File: src/rtl/processing_unit_weighted_pkg.sv
// ============================================================================
// Module      : processing_unit_weighted_pkg
// Description : Controller stage encoding shared by the union-find PE grid.
// Revision    : 1.0 - initial release
// ============================================================================
`default_nettype none

package processing_unit_weighted_pkg;

    localparam int STAGE_WIDTH = 3;

    localparam logic [STAGE_WIDTH-1:0] STAGE_IDLE                = 3'd0;
    localparam logic [STAGE_WIDTH-1:0] STAGE_MEASUREMENT_LOADING = 3'd1;
    localparam logic [STAGE_WIDTH-1:0] STAGE_GROW                = 3'd2;
    localparam logic [STAGE_WIDTH-1:0] STAGE_MERGE               = 3'd3;
    localparam logic [STAGE_WIDTH-1:0] STAGE_PEELING             = 3'd4;

endpackage

`default_nettype wire

File: src/rtl/min_val_less_8x_with_index.sv
// ============================================================================
// Module      : min_val_less_8x_with_index
// Description : Minimum over up to 8 valid channels; ties resolve to the
//               lowest channel index.
// Revision    : 1.0 - initial release
// ============================================================================
`default_nettype none

module min_val_less_8x_with_index #(
    parameter int DATA_WIDTH    = 6,
    parameter int CHANNEL_COUNT = 8
) (
    input  logic [CHANNEL_COUNT*DATA_WIDTH-1:0] i_values,
    input  logic [CHANNEL_COUNT-1:0]            i_valids,
    output logic [DATA_WIDTH-1:0]               o_result,
    output logic [2:0]                          o_index,
    output logic                                o_any_valid
);

    logic [DATA_WIDTH-1:0] w_result;
    logic [2:0]            w_index;
    logic                  w_any;

    // Strict less-than keeps the earliest channel on equal values.
    always_comb begin
        w_result = '0;
        w_index  = '0;
        w_any    = 1'b0;
        for (int i = 0; i < CHANNEL_COUNT; i++) begin
            if (i_valids[i] && (!w_any || (i_values[i*DATA_WIDTH +: DATA_WIDTH] < w_result))) begin
                w_result = i_values[i*DATA_WIDTH +: DATA_WIDTH];
                w_index  = 3'(i);
                w_any    = 1'b1;
            end
        end
    end

    assign o_result    = w_result;
    assign o_index     = w_index;
    assign o_any_valid = w_any;

endmodule

`default_nettype wire

File: src/rtl/processing_unit_weighted_edge_growth_counter.sv
// ============================================================================
// Module      : edge_growth_counter
// Description : Per-edge weight latch and saturating growth counter.
// Revision    : 1.0 - initial release
// ============================================================================
`default_nettype none

module edge_growth_counter #(
    parameter int WEIGHT_WIDTH = 2
) (
    input  logic                    clk,
    input  logic                    reset,
    input  logic                    i_load,
    input  logic                    i_grow_entry,
    input  logic [WEIGHT_WIDTH-1:0] i_weight,
    input  logic [1:0]              i_inc,
    output logic                    o_fully_grown,
    output logic                    o_changed
);

    logic [WEIGHT_WIDTH-1:0] r_weight_q;
    logic [WEIGHT_WIDTH-1:0] w_weight_d;
    logic [WEIGHT_WIDTH-1:0] r_count_q;
    logic [WEIGHT_WIDTH-1:0] w_count_d;
    logic [WEIGHT_WIDTH:0]   w_sum;

    // One extra bit so count+2 cannot wrap before the saturation compare.
    always_comb begin
        w_weight_d = r_weight_q;
        w_count_d  = r_count_q;
        w_sum      = {1'b0, r_count_q} + (WEIGHT_WIDTH+1)'(i_inc);
        if (i_load) begin
            w_weight_d = i_weight;
            w_count_d  = '0;
        end else if (i_grow_entry) begin
            if (w_sum > {1'b0, r_weight_q}) begin
                w_count_d = r_weight_q;
            end else begin
                w_count_d = w_sum[WEIGHT_WIDTH-1:0];
            end
        end
    end

    always_ff @(posedge clk or negedge reset) begin
        if (!reset) begin
            r_weight_q <= '0;
            r_count_q  <= '0;
        end else begin
            r_weight_q <= w_weight_d;
            r_count_q  <= w_count_d;
        end
    end

    assign o_fully_grown = (r_weight_q != '0) && (r_count_q == r_weight_q);
    assign o_changed     = i_grow_entry && (w_count_d != r_count_q);

endmodule

`default_nettype wire

File: src/rtl/processing_unit_weighted.sv
// ============================================================================
// Module      : processing_unit_weighted
// Description : Per-ancilla union-find PE with weighted edge growth.
// Revision    : 1.0 - initial release
// ============================================================================
`default_nettype none

module processing_unit_weighted
    import processing_unit_weighted_pkg::*;
#(
    parameter int                     NEIGHBOR_COUNT = 6,
    parameter int                     ADDRESS_WIDTH  = 6,
    parameter int                     WEIGHT_WIDTH   = 2,
    parameter logic [ADDRESS_WIDTH-1:0] ADDRESS      = '0
) (
    input  logic                                   clk,
    input  logic                                   reset,
    input  logic                                   measurement,
    input  logic [STAGE_WIDTH-1:0]                 global_stage,
    input  logic [NEIGHBOR_COUNT*WEIGHT_WIDTH-1:0] edge_weight,
    input  logic [NEIGHBOR_COUNT-1:0]              neighbor_increase,
    input  logic [NEIGHBOR_COUNT-1:0]              neighbor_is_boundary,
    input  logic [NEIGHBOR_COUNT*ADDRESS_WIDTH-1:0] neighbor_root,
    input  logic [NEIGHBOR_COUNT-1:0]              neighbor_parent_vector,
    input  logic [NEIGHBOR_COUNT-1:0]              parent_odd,
    input  logic [NEIGHBOR_COUNT-1:0]              child_cluster_parity,
    input  logic [NEIGHBOR_COUNT-1:0]              child_touching_boundary,
    output logic                                   increase,
    output logic [NEIGHBOR_COUNT-1:0]              fully_grown,
    output logic [NEIGHBOR_COUNT-1:0]              parent_vector,
    output logic                                   cluster_parity,
    output logic                                   cluster_touching_boundary,
    output logic                                   odd,
    output logic [ADDRESS_WIDTH-1:0]               root,
    output logic                                   busy
);

    logic [STAGE_WIDTH-1:0]    r_stage_q;
    logic [STAGE_WIDTH-1:0]    r_last_stage_q;
    logic                      r_m_q,      w_m_d;
    logic [ADDRESS_WIDTH-1:0]  r_root_q,   w_root_d;
    logic [NEIGHBOR_COUNT-1:0] r_pv_q,     w_pv_d;
    logic                      r_parity_q, w_parity_d;
    logic                      r_ctb_q,    w_ctb_d;
    logic                      r_odd_q,    w_odd_d;
    logic                      r_busy_q,   w_busy_d;

    logic                      w_load;
    logic                      w_merge;
    logic                      w_grow_entry;
    logic [NEIGHBOR_COUNT-1:0] w_edge_changed;
    logic [NEIGHBOR_COUNT-1:0] w_root_valid;
    logic [ADDRESS_WIDTH-1:0]  w_min_root;
    logic [2:0]                w_min_index;
    logic                      w_min_any;
    logic [NEIGHBOR_COUNT-1:0] w_min_onehot;
    logic                      w_next_p;
    logic                      w_next_b;

    assign w_load       = (r_stage_q == STAGE_MEASUREMENT_LOADING);
    assign w_merge      = (r_stage_q == STAGE_MERGE);
    assign w_grow_entry = (r_stage_q == STAGE_GROW) && (r_last_stage_q != STAGE_GROW);

    assign increase = r_odd_q && w_grow_entry;

    // Boundary channels have no PE on the far end, so only our own pulse grows them.
    generate
        for (genvar gi = 0; gi < NEIGHBOR_COUNT; gi++) begin : g_edge
            logic [1:0] w_inc;
            assign w_inc = {1'b0, increase}
                         + (neighbor_is_boundary[gi] ? 2'd0 : {1'b0, neighbor_increase[gi]});

            edge_growth_counter #(
                .WEIGHT_WIDTH (WEIGHT_WIDTH)
            ) u_counter (
                .clk           (clk),
                .reset         (reset),
                .i_load        (w_load),
                .i_grow_entry  (w_grow_entry),
                .i_weight      (edge_weight[gi*WEIGHT_WIDTH +: WEIGHT_WIDTH]),
                .i_inc         (w_inc),
                .o_fully_grown (fully_grown[gi]),
                .o_changed     (w_edge_changed[gi])
            );
        end
    endgenerate

    assign w_root_valid = fully_grown & ~neighbor_is_boundary;

    min_val_less_8x_with_index #(
        .DATA_WIDTH    (ADDRESS_WIDTH),
        .CHANNEL_COUNT (NEIGHBOR_COUNT)
    ) u_min_root (
        .i_values    (neighbor_root),
        .i_valids    (w_root_valid),
        .o_result    (w_min_root),
        .o_index     (w_min_index),
        .o_any_valid (w_min_any)
    );

    assign w_min_onehot = NEIGHBOR_COUNT'(1) << w_min_index;

    assign w_next_p = (^(neighbor_parent_vector & child_cluster_parity)) ^ r_m_q;
    assign w_next_b = (|(neighbor_parent_vector & child_touching_boundary))
                    | (|(fully_grown & neighbor_is_boundary));

    always_comb begin
        w_m_d      = r_m_q;
        w_root_d   = r_root_q;
        w_pv_d     = r_pv_q;
        w_parity_d = r_parity_q;
        w_ctb_d    = r_ctb_q;
        w_odd_d    = r_odd_q;
        w_busy_d   = r_busy_q;
        if (w_load) begin
            w_m_d      = measurement;
            w_parity_d = measurement;
            w_odd_d    = measurement;
            w_root_d   = ADDRESS;
            w_pv_d     = '0;
            w_ctb_d    = 1'b0;
            w_busy_d   = 1'b0;
        end else if (w_merge) begin
            if (w_min_any && (w_min_root < r_root_q)) begin
                w_root_d = w_min_root;
                w_pv_d   = w_min_onehot;
            end
            w_parity_d = w_next_p;
            w_ctb_d    = w_next_b;
            // A rooted child follows its parent's oddness; a root decides for itself.
            w_odd_d    = (|r_pv_q) ? (|(r_pv_q & parent_odd)) : (w_next_p & ~w_next_b);
            w_busy_d   = (w_root_d != r_root_q) || (w_pv_d != r_pv_q)
                      || (w_parity_d != r_parity_q) || (w_ctb_d != r_ctb_q)
                      || (w_odd_d != r_odd_q);
        end else if (w_grow_entry) begin
            w_busy_d = |w_edge_changed;
        end
    end

    always_ff @(posedge clk or negedge reset) begin
        if (!reset) begin
            r_stage_q      <= STAGE_IDLE;
            r_last_stage_q <= STAGE_IDLE;
            r_m_q          <= 1'b0;
            r_root_q       <= ADDRESS;
            r_pv_q         <= '0;
            r_parity_q     <= 1'b0;
            r_ctb_q        <= 1'b0;
            r_odd_q        <= 1'b0;
            r_busy_q       <= 1'b0;
        end else begin
            r_stage_q      <= global_stage;
            r_last_stage_q <= r_stage_q;
            r_m_q          <= w_m_d;
            r_root_q       <= w_root_d;
            r_pv_q         <= w_pv_d;
            r_parity_q     <= w_parity_d;
            r_ctb_q        <= w_ctb_d;
            r_odd_q        <= w_odd_d;
            r_busy_q       <= w_busy_d;
        end
    end

    assign parent_vector             = r_pv_q;
    assign cluster_parity            = r_parity_q;
    assign cluster_touching_boundary = r_ctb_q;
    assign odd                       = r_odd_q;
    assign root                      = r_root_q;
    assign busy                      = r_busy_q;

endmodule

`default_nettype wire

File: config.mk
export PLATFORM = sky130hd
export DESIGN_NAME = processing_unit_weighted
export DESIGN_NICKNAME = d
export VERILOG_FILES = /design/src/rtl/processing_unit_weighted_pkg.sv /design/src/rtl/min_val_less_8x_with_index.sv /design/src/rtl/processing_unit_weighted_edge_growth_counter.sv /design/src/rtl/processing_unit_weighted.sv
export SDC_FILE = /design/constraint.sdc
export NUM_CORES = 1
export LEC_CHECK = 0
export CAP_MARGIN = 20
export CORE_MARGIN = 2
export CORE_UTILIZATION = 45
export CTS_CLUSTER_DIAMETER = 200
export CTS_CLUSTER_SIZE = 8
export DETAILED_ROUTE_END_ITERATION = 12
export PLACE_DENSITY = 0.73
export SYNTH_ARGS = -nofsm -noshare
export SYNTH_HDL_FRONTEND = slang
export SYNTH_HIERARCHICAL = 1
export SYNTH_SLANG_ARGS = --single-unit
File: constraint.sdc
create_clock -name clk -period 12.2 [get_ports clk]
set_input_delay 1.83 -clock clk [delete_from_list [all_inputs] [get_ports clk]]
set_output_delay 1.83 -clock clk [all_outputs]
set_load 0.01 [all_outputs]
Yosys cells after proc, flatten, opt, wreduce, memory -nomap -nowiden

Cells that the tools add are included.

Shift operators: 1
Bitwise operators: 10
Multiplexer cells: 61
$add $sub $neg: 12
Equality and inequality tests: 21
$lt $le $gt $ge: 12
Reduce and logical (&&, ||, !) cells: 48

Operators with widths:

| kind                                             | number |
|---|---|
| 2-to-1 mux 6 bit                                 | 16 |
| 2-to-1 mux 2 bit                                 | 20 |
| less-than comparator 6 bit                       | 6 |
| AND 6 bit                                        | 5 |
| OR reduction 6 bit                               | 5 |
| 2-to-1 mux 1 bit                                 | 23 |
| logical AND 1 bit                                | 20 |
| adder 2 x 2 -> 3 bit                             | 6 |
| > comparator 3 x 2 -> 1 bit                      | 6 |
| nonzero test 2 bit                               | 7 |
| adder 1 x 1 -> 2 bit                             | 6 |
| == test 2 bit                                    | 6 |
| != test 2 bit                                    | 6 |
| != test 6 bit                                    | 2 |
| logical OR 1 bit                                 | 9 |
| == test 3 x 2 -> 1 bit (second input constant)   | 2 |
| 2-to-1 mux 3 bit                                 | 2 |
| NOT 6 bit                                        | 1 |
| parity 6 bit                                     | 1 |
| left shift 1 x 3 -> 6 bit (first input constant) | 1 |
| logical NOT 1 bit                                | 5 |
| == test 3 x 1 -> 1 bit (second input constant)   | 1 |
| != test 1 bit                                    | 3 |
| != test 3 x 2 -> 1 bit (second input constant)   | 1 |
| 5 further kinds                                  | 5 |

Logic and storage cells: 186
Register bits after elaboration: 47
Input port bits: 90

Depth between registers and ports, before layout

Gate-level depths: netlist of the first run.

Depth in word-level cells: 36
Gate-level depth with buffers: 50

By module

Netlist of the first run, hierarchy kept.

By module, submodules not included:

| module                     | cells an instance | area each (µm²) | times used | seq. area each (µm²) |
|---|---|---|---|---|
| edge_growth_counter        | 33                | 316.6           | 6          | 100.1 |
| processing_unit_weighted   | 173               | 1626.6          | 1          | 575.6 |
| min_val_less_8x_with_index | 185               | 1385.1          | 1          | 0.0 |

Least setup slack after synthesis of the first run

OpenSTA, ideal clock, no wires.

Path type: input -> register
Start: in neighbor_is_boundary[0]
End: reg r_pv_q[1] (netlist: parent_vector[1])
Stages on the path: 44
Data required time: 12.132 ns
Data arrival time: 11.401 ns
Setup time: 0.068 ns
Slack: 0.731 ns
Cells stage by stage: nor2b_1 clkbuf_1 nand2_1 ha_1 and3_1 a221o_2 o22ai_4 mux2_2 ha_1 a2111oi_0 o21ai_1 o21bai_1 buf_2 nand3_1 nand2_1 ha_1 nand4_1 o221ai_1 [... 8 more ...] or3_1 o211ai_2 mux2i_1 inv_1 ha_1 a21o_1 a21o_1 a21oi_1 o21ai_1 or3_1 o22ai_4 mux2_2 ha_1 a21o_1 a21oi_1 o21ai_0 nor2_1 a32o_1

Longest elaborated chain between the ends: 30

RTL lines:

| element                                                         | RTL line                         | text |
|---|---|---|
| start, declared                                                 | processing_unit_weighted.sv:22   | `input logic [NEIGHBOR_COUNT-1:0] neighbor_is_boundary,` |
| NOT 6 bit (*)                                                   | processing_unit_weighted.sv:88   | `assign w_root_valid = fully_grown & ~neighbor_is_boundary;` |
| AND 6 bit (*)                                                   | processing_unit_weighted.sv:88   |  |
| 2-to-1 mux 6 bit or 2-to-1 mux 1 bit (tied branches)            | min_val_less_8x_with_index.sv:30 | `if (i_valids[i] && (!w_any \|\| (i_values[i*DATA_WIDTH +: DATA_WIDTH] < w_result))) begin` |
| less-than comparator 6 bit or logical NOT 1 bit (tied branches) | min_val_less_8x_with_index.sv:30 |  |
| logical OR 1 bit                                                | min_val_less_8x_with_index.sv:30 |  |
| logical AND 1 bit                                               | min_val_less_8x_with_index.sv:30 |  |
| 2-to-1 mux 6 bit or 2-to-1 mux 1 bit (tied branches)            | min_val_less_8x_with_index.sv:30 |  |
| less-than comparator 6 bit or logical NOT 1 bit (tied branches) | min_val_less_8x_with_index.sv:30 |  |
| [... 15 more ...]                                               | n/a                              |  |
| via w_min_root[4]                                               | processing_unit_weighted.sv:53   | `logic [ADDRESS_WIDTH-1:0] w_min_root;` |
| less-than comparator 6 bit (*)                                  | processing_unit_weighted.sv:124  | `if (w_min_any && (w_min_root < r_root_q)) begin` |
| logical AND 1 bit (*)                                           | processing_unit_weighted.sv:124  |  |
| 2-to-1 mux 6 bit (*)                                            | processing_unit_weighted.sv:124  |  |
| 2-to-1 mux 6 bit (*)                                            | processing_unit_weighted.sv:123  | `end else if (w_merge) begin` |
| 2-to-1 mux 6 bit (*)                                            | processing_unit_weighted.sv:115  | `if (w_load) begin` |
| 2-to-1 mux 6 bit (*)                                            | processing_unit_weighted.sv:123  |  |
| 2-to-1 mux 6 bit (*)                                            | processing_unit_weighted.sv:115  |  |
| end signal, assigned                                            | processing_unit_weighted.sv:156  | `r_pv_q <= w_pv_d;` |
| end, declared                                                   | processing_unit_weighted.sv:42   | `logic [NEIGHBOR_COUNT-1:0] r_pv_q, w_pv_d;` |

The timed path passes the listed nets; every way through them passes the cells marked *. The select of a mux whose other input is x is not followed.
A chain may end at the register's enable or synchronous reset.

Final worst setup path of the first run

Start: in neighbor_is_boundary[0]
End: reg r_pv_q[4] (netlist: parent_vector[4])

Longest elaborated chain between the ends: 30

RTL lines:

| element                                                         | RTL line                         | text |
|---|---|---|
| NOT 6 bit (*)                                                   | processing_unit_weighted.sv:88   |  |
| AND 6 bit (*)                                                   | processing_unit_weighted.sv:88   |  |
| via w_root_valid[0]                                             | processing_unit_weighted.sv:52   | `logic [NEIGHBOR_COUNT-1:0] w_root_valid;` |
| 2-to-1 mux 6 bit or 2-to-1 mux 1 bit (tied branches)            | min_val_less_8x_with_index.sv:30 |  |
| less-than comparator 6 bit or logical NOT 1 bit (tied branches) | min_val_less_8x_with_index.sv:30 |  |
| logical OR 1 bit                                                | min_val_less_8x_with_index.sv:30 |  |
| logical AND 1 bit                                               | min_val_less_8x_with_index.sv:30 |  |
| 2-to-1 mux 6 bit or 2-to-1 mux 1 bit (tied branches)            | min_val_less_8x_with_index.sv:30 |  |
| [... 16 more ...]                                               | n/a                              |  |
| via w_min_root[4]                                               | processing_unit_weighted.sv:53   |  |
| less-than comparator 6 bit (*)                                  | processing_unit_weighted.sv:124  |  |
| logical AND 1 bit (*)                                           | processing_unit_weighted.sv:124  |  |
| 2-to-1 mux 6 bit (*)                                            | processing_unit_weighted.sv:124  |  |
| 2-to-1 mux 6 bit (*)                                            | processing_unit_weighted.sv:123  |  |
| 2-to-1 mux 6 bit (*)                                            | processing_unit_weighted.sv:115  |  |
| 2-to-1 mux 6 bit (*)                                            | processing_unit_weighted.sv:123  |  |
| 2-to-1 mux 6 bit (*)                                            | processing_unit_weighted.sv:115  |  |

Marked as above.

==> results of run 1 <==
[metrics by stage]
| stage | total power (W) | cell area, sq um | std cells | worst slack [ns] |
|---|---|---|---|---|
| 5_1_grt | 0.001075 | 6442 | 826 | -0.07493 |
| 6_report | 0.0009879 | 6442 | 826 | 0.4959 |
| 4_1_cts | 0.0009769 | 6375 | 820 | 0.1113 |
| 3_3_place_gp | 0.0008352 | 6267 | 813 | -0.1073 |
| 2_1_floorplan | 0.0006615 | 4911 | 556 | 0.7313 |
| 3_5_place_dp | 0.0008583 | 6267 | 813 | -0.4588 |
[registers in the layout (all words and copies together) (netlist names)]
name	cells
g_edge.u_counter/r_weight_q	12
cluster_touching_boundary	1
odd	1
r_last_stage_q	3
r_m_q	1
cluster_parity	1
r_stage_q	3
parent_vector	6
busy	1
root	6
g_edge.u_counter/r_count_q	12
[synthesized netlist by cell type (7+ instances only)]
master / instances / share of area, %
a2111oi_0: 13 / 2.3
a211oi_1: 13 / 2.0
a21o_1: 19 / 2.9
a21oi_1: 25 / 2.5
a22o_1: 7 / 1.2
clkbuf_1: 7 / 0.54
dfrtp_1: 47 / 24
ha_1: 54 / 14
inv_1: 49 / 3.7
mux2_2: 17 / 3.9
mux2i_1: 7 / 1.4
nand2_1: 43 / 3.3
nand2b_1: 11 / 1.4
nand3_1: 21 / 2.1
nor2_1: 36 / 2.8
nor2b_1: 13 / 1.7
o21ai_0: 22 / 2.2
o21bai_1: 14 / 2.1
xnor2_1: 23 / 4.1
[how the worst max path moves through the flow]
stage,startpoint,endpoint,cells after the start
after floorplan,neighbor_is_boundary[0],parent_vector[1],44
after CTS,neighbor_is_boundary[0],parent_vector[4],43
after detailed placement,neighbor_is_boundary[0],parent_vector[4],43
after global routing,neighbor_is_boundary[0],parent_vector[4],44
after global placement,neighbor_is_boundary[0],parent_vector[5],43
final,neighbor_is_boundary[0],parent_vector[4],45
[critical path, delay by kind of cell]
family	cells	cell delay [ns]
AO/OA/AOI/OAI	23	4.26
AND/OR/NAND/NOR	9	2.06
adder cells (fa/ha/maj)	6	1.76
multiplexers	3	1.07
buffers and inverters	4	0.87
[cell families after synthesis]
family                     count (synthesis)
AOI/OAI and AO/OA                        175
adders and majority gates                 60
and+or+nand+nor                          160
muxes                                     25
buffers and inverters                     58
DFF                                       47
xor gates and xnor gates                  31
[layer usage]
layer  vias up  routed length [um]
li1       2317                   -
met1      2262                5907
met2       165                6520
met3        13                 885
met4         0                 157
met5         -                   0
[power by group]
part	leakage (nW)	switching, W	internal [W]
logic	2.12	0.000314	0.000310
clock network	0.0513	0.0000530	0.0000602
registers	0.583	0.0000579	0.000192
total	2.76	0.000425	0.000563
[area by class of cell]
type / count / area share (%)
Tap cell: 140 / 2.719
Sequential cell: 47 / 18.26
Clock inverter: 1 / 0.4661
Multi-Input combinational cell: 451 / 54.92
Inverter: 49 / 2.855
Timing Repair Buffer: 132 / 19.65
Clock buffer: 6 / 1.126
[repair_timing]
item                                    in CTS  in global routing
setup buffers                                0                  6
resized for setup                            2                  9
endpoints found under the setup margin       8                 13
pin swaps                                    0                  5
==> impl_metrics.csv, run 1 <==
group,metric,value,unit
clock_network,cts_tree,"done",
min_path,hp-class,"reg -> reg",
global_routing,antenna_found_initial,0,
floorplanning,start_util,45.70,%
clock_network,root_buffer,"clkbuf_8",
global_routing,use_met1,30.03,%
synth,ys_warn_count,6,
worst_setup_path,rr_startpoint,"g_edge[0].u_counter/r_weight_q[1]",
worst_setup_path,reg2reg_depth,47,
global_routing,grt_pass1_wl,21.36,mm
worst_setup_path,rr_endpoint,"parent_vector[4]",
global_routing,grtUsageTotal,22.54,%
sta,clock_skew,0.009302,ns
synth,synth_area,0.004911,sq mm
synth,yosys.area_share.xor_xnor,6.115,%
placement,port_buffers,112,
detailed_routing,wire_per_inst,16.31,um
floorplanning,die_x,108.5,um
floorplanning,io_pins,113,
floorplanning,rows,38,
status,status,"finished clean",
worst_setup_path,max_stage_delay,0.48,ns
worst_setup_path,worstSetupPathType,"in -> reg",
floorplanning,fp.dieH,108.5,um
placement,gp_congestion,1.035,
sta,finalSetupViolations,0,
min_path,hp-start,"r_stage_q[2]",
synth,synth_compound_area_share,26.93,%
detailed_routing,drt-pass1-iter-count,5,
detailed_routing,ant_nets,0,
finish,area_delta_synth_final,31.18,%
finish,final_nets,836,
synth,muxShareOfSynthArea,5.783,%
finish,drive_gt1_share,10.35,%
worst_setup_path,slowest_stage,"clkdlybuf4s50_1",
finish,multiInputGateArea,0.003538,sq mm
synth,synth_edf_count,0,
synth,synth_fp_nets,706,
sta,hold_viol_final,0,
detailed_routing,route.detailed.drc,0,
clock_network,clk_pin_slew,0.09,ns
detailed_routing,vias,4757,
global_routing,grtUsageMet3,2.773,%
sta,tightestPinTransition,0.7017,ns
sta,holdWs,0.4489,ns
sta,period_minus_slack,11.70,ns
synth,syn_avg_cell_area,8.833,sq um
power,ir_worst_vdd,0.07427,mV
worst_setup_path,startpoint_type,"input port",
worst_setup_path,critPathMaxFanout,11,
clock_network,clockBufferDepth,2,
synth,synth_flop_cell,"dfrtp_1",
synth,ys_seq_area_share,23.95,%
clock_network,cts.sinks,47,
floorplanning,dieArea,0.01176,sq mm
finish,final_common_cell,"clkdlybuf4s50_1",
finish,layout_common_cells,"clkdlybuf4s50_1, ha_1, inv_1, dfrtp_1, nand2_1",
detailed_routing,dr.first_iter.drc_count,316,
sta,finalCritPeriodShare,95.93,%
detailed_routing,vias_per_cell,5.759,
clock_network,insertion_delay,0.30,ns
global_routing,grt_max_degree,48,
global_routing,grt_pass1_vias,4625,
flow_run,cap_viol_max_count,0,
worst_setup_path,r2r_slack,1.54,ns
sta,fmax,85.44,MHz
clock_network,cts_max_level,2,
global_routing,grt_overflow_total,0,
finish,fin_util,59.96,%
global_routing,grt_util_met2,39.06,%
synth,synthArstFlopShare,100.0,%
synth,ys_seq_elements,47,
detailed_routing,wirelength,13.47,mm
clock_network,cts-hold-fix-buffers,0,
synth,synth_top_family_by_area,"compound AO/OA/AOI/OAI gates",
worst_setup_path,critPathCaptureType,"flop",
worst_setup_path,worstPathRequired,12.39,ns
sta,slew_headroom,53.13,%
clock_network,numCtsBuffers,5,
synth,synthCells,556,
worst_setup_path,worst_path_most_repeated_cell,"ha_1",
synth,synthSimpleGateAreaFrac,16.41,%
finish,regArea,0.001176,sq mm
min_path,holdPathStages,0,
sta,tns,0,ns
synth,yosysUniqueCellTypes,68,
global_routing,gr-max-usage-layer,"met2",
min_path,hold_path_end,"r_last_stage_q[2]",
floorplanning,core,0.01075,sq mm
finish,diodes,0,
synth,yosys.area_share.adder,16.20,%
sta,slew_violations,0,
power,power_density,153.3,mW/mm^2
placement,dp.final_hpwl,10.87,mm
power,leakagePower,2.756,nW
finish,num-fill-cells,964,
worst_setup_path,critPathArrivalTime,11.89,ns
No activity file was read; power rests on OpenSTA's default activity.
==> run 2: changes to the inputs <==
CTS_BUF_LIST = sky130_fd_sc_hd__clkbuf_16   (was unset)
==> run 2 against run 1 <==
Effect of this change:
- design area is 0.99% higher
- fmax hardly changed
- hold slack worse by 0.0051 ns
- non-clock buffer count is 1 higher
- clock power is 35% higher
- cell count is 0.12% higher
- sequential share of layout area is 0.18 points lower
- global-route usage is 0.076 points lower
- via count is 0.21% lower
- wire length is 0.11% higher
==> impl_metrics.csv, run 2 (synthesis gave the netlist of run 1 again) <==
group,metric,value,unit
sta,finalSetupViolations,0,
finish,final_nets,837,
worst_setup_path,path_buf_inv,4,
power,p_int,0.0005984,W
floorplanning,io_pins,113,
finish,diodes,0,
detailed_routing,vias_per_cell,5.740,
placement,dp_slack,-0.4588,ns
clock_network,cts-hold-fix-buffers,0,
worst_setup_path,worstPathRequired,12.37,ns
detailed_routing,drt-met1-wl,5.990,mm
detailed_routing,wirelength,13.49,mm
placement,dp.final_hpwl,10.87,mm
worst_setup_path,critPathArrivalTime,11.88,ns
placement,gp_congestion,1.035,
worst_setup_path,r2r_slack,1.55,ns
floorplanning,die_x,108.5,um
global_routing,grt_pass1_wl,21.29,mm
worst_setup_path,critPathCaptureType,"flop",
sta,tightestPinTransition,0.7339,ns
sta,slew_headroom,50.97,%
finish,top_regs,"g_edge.u_counter/r_count_q x12, g_edge.u_counter/r_weight_q x12",
detailed_routing,wire_per_inst,16.31,um
detailed_routing,route.detailed.drc,0,
clock_network,cts.sinks,47,
detailed_routing,ant_nets,0,
clock_network,clk_pin_slew,0.06,ns
status,status,"finished clean",
detailed_routing,vias,4747,
clock_network,insertion_delay,0.29,ns
worst_setup_path,worst_path_most_repeated_cell,"ha_1",
sta,hold_viol_final,0,
detailed_routing,dr.first_iter.drc_count,322,
global_routing,grt_overflow_total,0,
clock_network,clockBufferDepth,2,
global_routing,grtUsageTotal,22.46,%
finish,num-fill-cells,962,
finish,drive_gt1_share,10.48,%
floorplanning,rows,38,
placement,post-place-cells,813,
floorplanning,dieArea,0.01176,sq mm
sta,tns,0,ns
clock_network,root_buffer,"clkbuf_16",
finish,fin_cells,827,
power,ir_worst_vdd,0.09067,mV
worst_setup_path,worstSetupPathType,"in -> reg",
power,combPwrFrac,60.7,%
sta,worst_slack,0.4891,ns
placement,port_buffers,112,
clock_network,numCtsBuffers,5,
sta,fmax,85.39,MHz
sta,holdWs,0.4438,ns
detailed_routing,wl_met3,862,um
power,p_clk_share,14.9,%
power,pwr-share-seq,24.4,%
global_routing,antenna_found_initial,0,
finish,area_delta_synth_final,32.48,%
flow_run,cap_viol_max_count,0,
sta,clock_skew,0.006920,ns
worst_setup_path,slowest_stage,"clkdlybuf4s50_1",
floorplanning,fp.dieH,108.5,um
floorplanning,start_util,45.70,%
power,switching_share,41.73,%
finish,layout_common_cells,"clkdlybuf4s50_1, ha_1, inv_1, dfrtp_1, nand2_1",
worst_setup_path,max_stage_delay,0.48,ns
worst_setup_path,critPathMaxFanout,11,
detailed_routing,drt-pass1-iter-count,5,
sta,period_minus_slack,11.71,ns
detailed_routing,highest-signal-layer,"met4",
clock_network,cts_max_level,2,
detailed_routing,wl_met2,6.474,mm
power,leakagePower,2.791,nW
power,finalPower,0.001027,W
power,power.net_switching,0.0004286,W
clock_network,cts_tree,"done",
min_path,hp-class,"reg -> reg",
sta,finalCritPeriodShare,95.99,%
worst_setup_path,path_delay_family,"compound AO/OA/AOI/OAI gates",
global_routing,grt_pass1_vias,4606,
sta,slew_violations,0,
floorplanning,core,0.01075,sq mm
global_routing,grt_max_degree,48,
finish,final_common_cell,"clkdlybuf4s50_1",
worst_setup_path,startpoint_type,"input port",
power,power_density,157.8,mW/mm^2
==> run 2: changes by cell type in the layout (fill, tap and decap cells not counted), sizes merged <==
| cell | delta |
|---|---|
| buf | +1 |
| clkbuf | -1 |
| inv | +1 |
==> run 2: cell type report <==
type	instances	area, sq um	share of cell area [%]
Inverter	49	183.9	2.827
Tap cell	140	175.2	2.692
Clock inverter	2	33.78	0.5192
Multi-Input combinational cell	451	3538	54.38
Clock buffer	5	125.1	1.923
Timing Repair Buffer	133	1274	19.58
Sequential cell	47	1176	18.08
==> run 2: worst paths after layout <==
| check | start | endpoint | depth (start not counted) |
|---|---|---|---|
| worst min register to register | r_stage_q[2] | r_last_stage_q[2] | 0 |
| worst min-delay path | r_stage_q[2] | r_last_stage_q[2] | 0 |
| worst max register to register | g_edge[0].u_counter/r_weight_q[1] | parent_vector[4] | 47 |
| worst max-delay path | neighbor_is_boundary[0] | parent_vector[4] | 45 |
| max in group asynchronous | reset | g_edge[2].u_counter/r_weight_q[0] | 2 |
| min in group asynchronous | reset | root[1] | 2 |
==> run 2: through the flow <==
stage / instance area, sq um / utilization [%]
floorplan: 4911 / -
global placement: 6267 / 58.33
detailed placement: 6267 / 58.33
CTS: 6431 / 59.85
global route: 6506 / 60.55
finish: 6506 / 60.55
==> run 2: power groups by stage <==
stage                     clock network, W  logic (W)  registers (W)
after CTS                         0.000155   0.000610       0.000251
after global routing              0.000162   0.000694       0.000258
after detailed placement                 0   0.000606       0.000253
final                             0.000153   0.000623       0.000251
after floorplan                          0   0.000418       0.000244
after global placement                   0   0.000584       0.000251
==> run 2: what timing repair did <==
action | in CTS | in global routing
endpoints found under the setup margin | 8 | 13
cloned | 0 | 0
pin swaps | 0 | 5
buffers inserted | 0 | 7
gates resized for setup | 2 | 9
==> run 2: per-layer routing <==
layer,vias to the layer above,track usage [%]
met2,162,38.79
met3,11,3.074
met5,-,0
met1,2251,29.99
li1,2323,-
met4,0,4.670
==> run 2: worst register-to-register path: cells and delay by family, from the launching register on <==
family          cells  cell delay (ns)
simple gates       10             2.21
fa+ha+maj           6             1.76
mux                 3             1.06
flops               1             0.40
buf+inv             4             0.50
compound gates     24             4.59
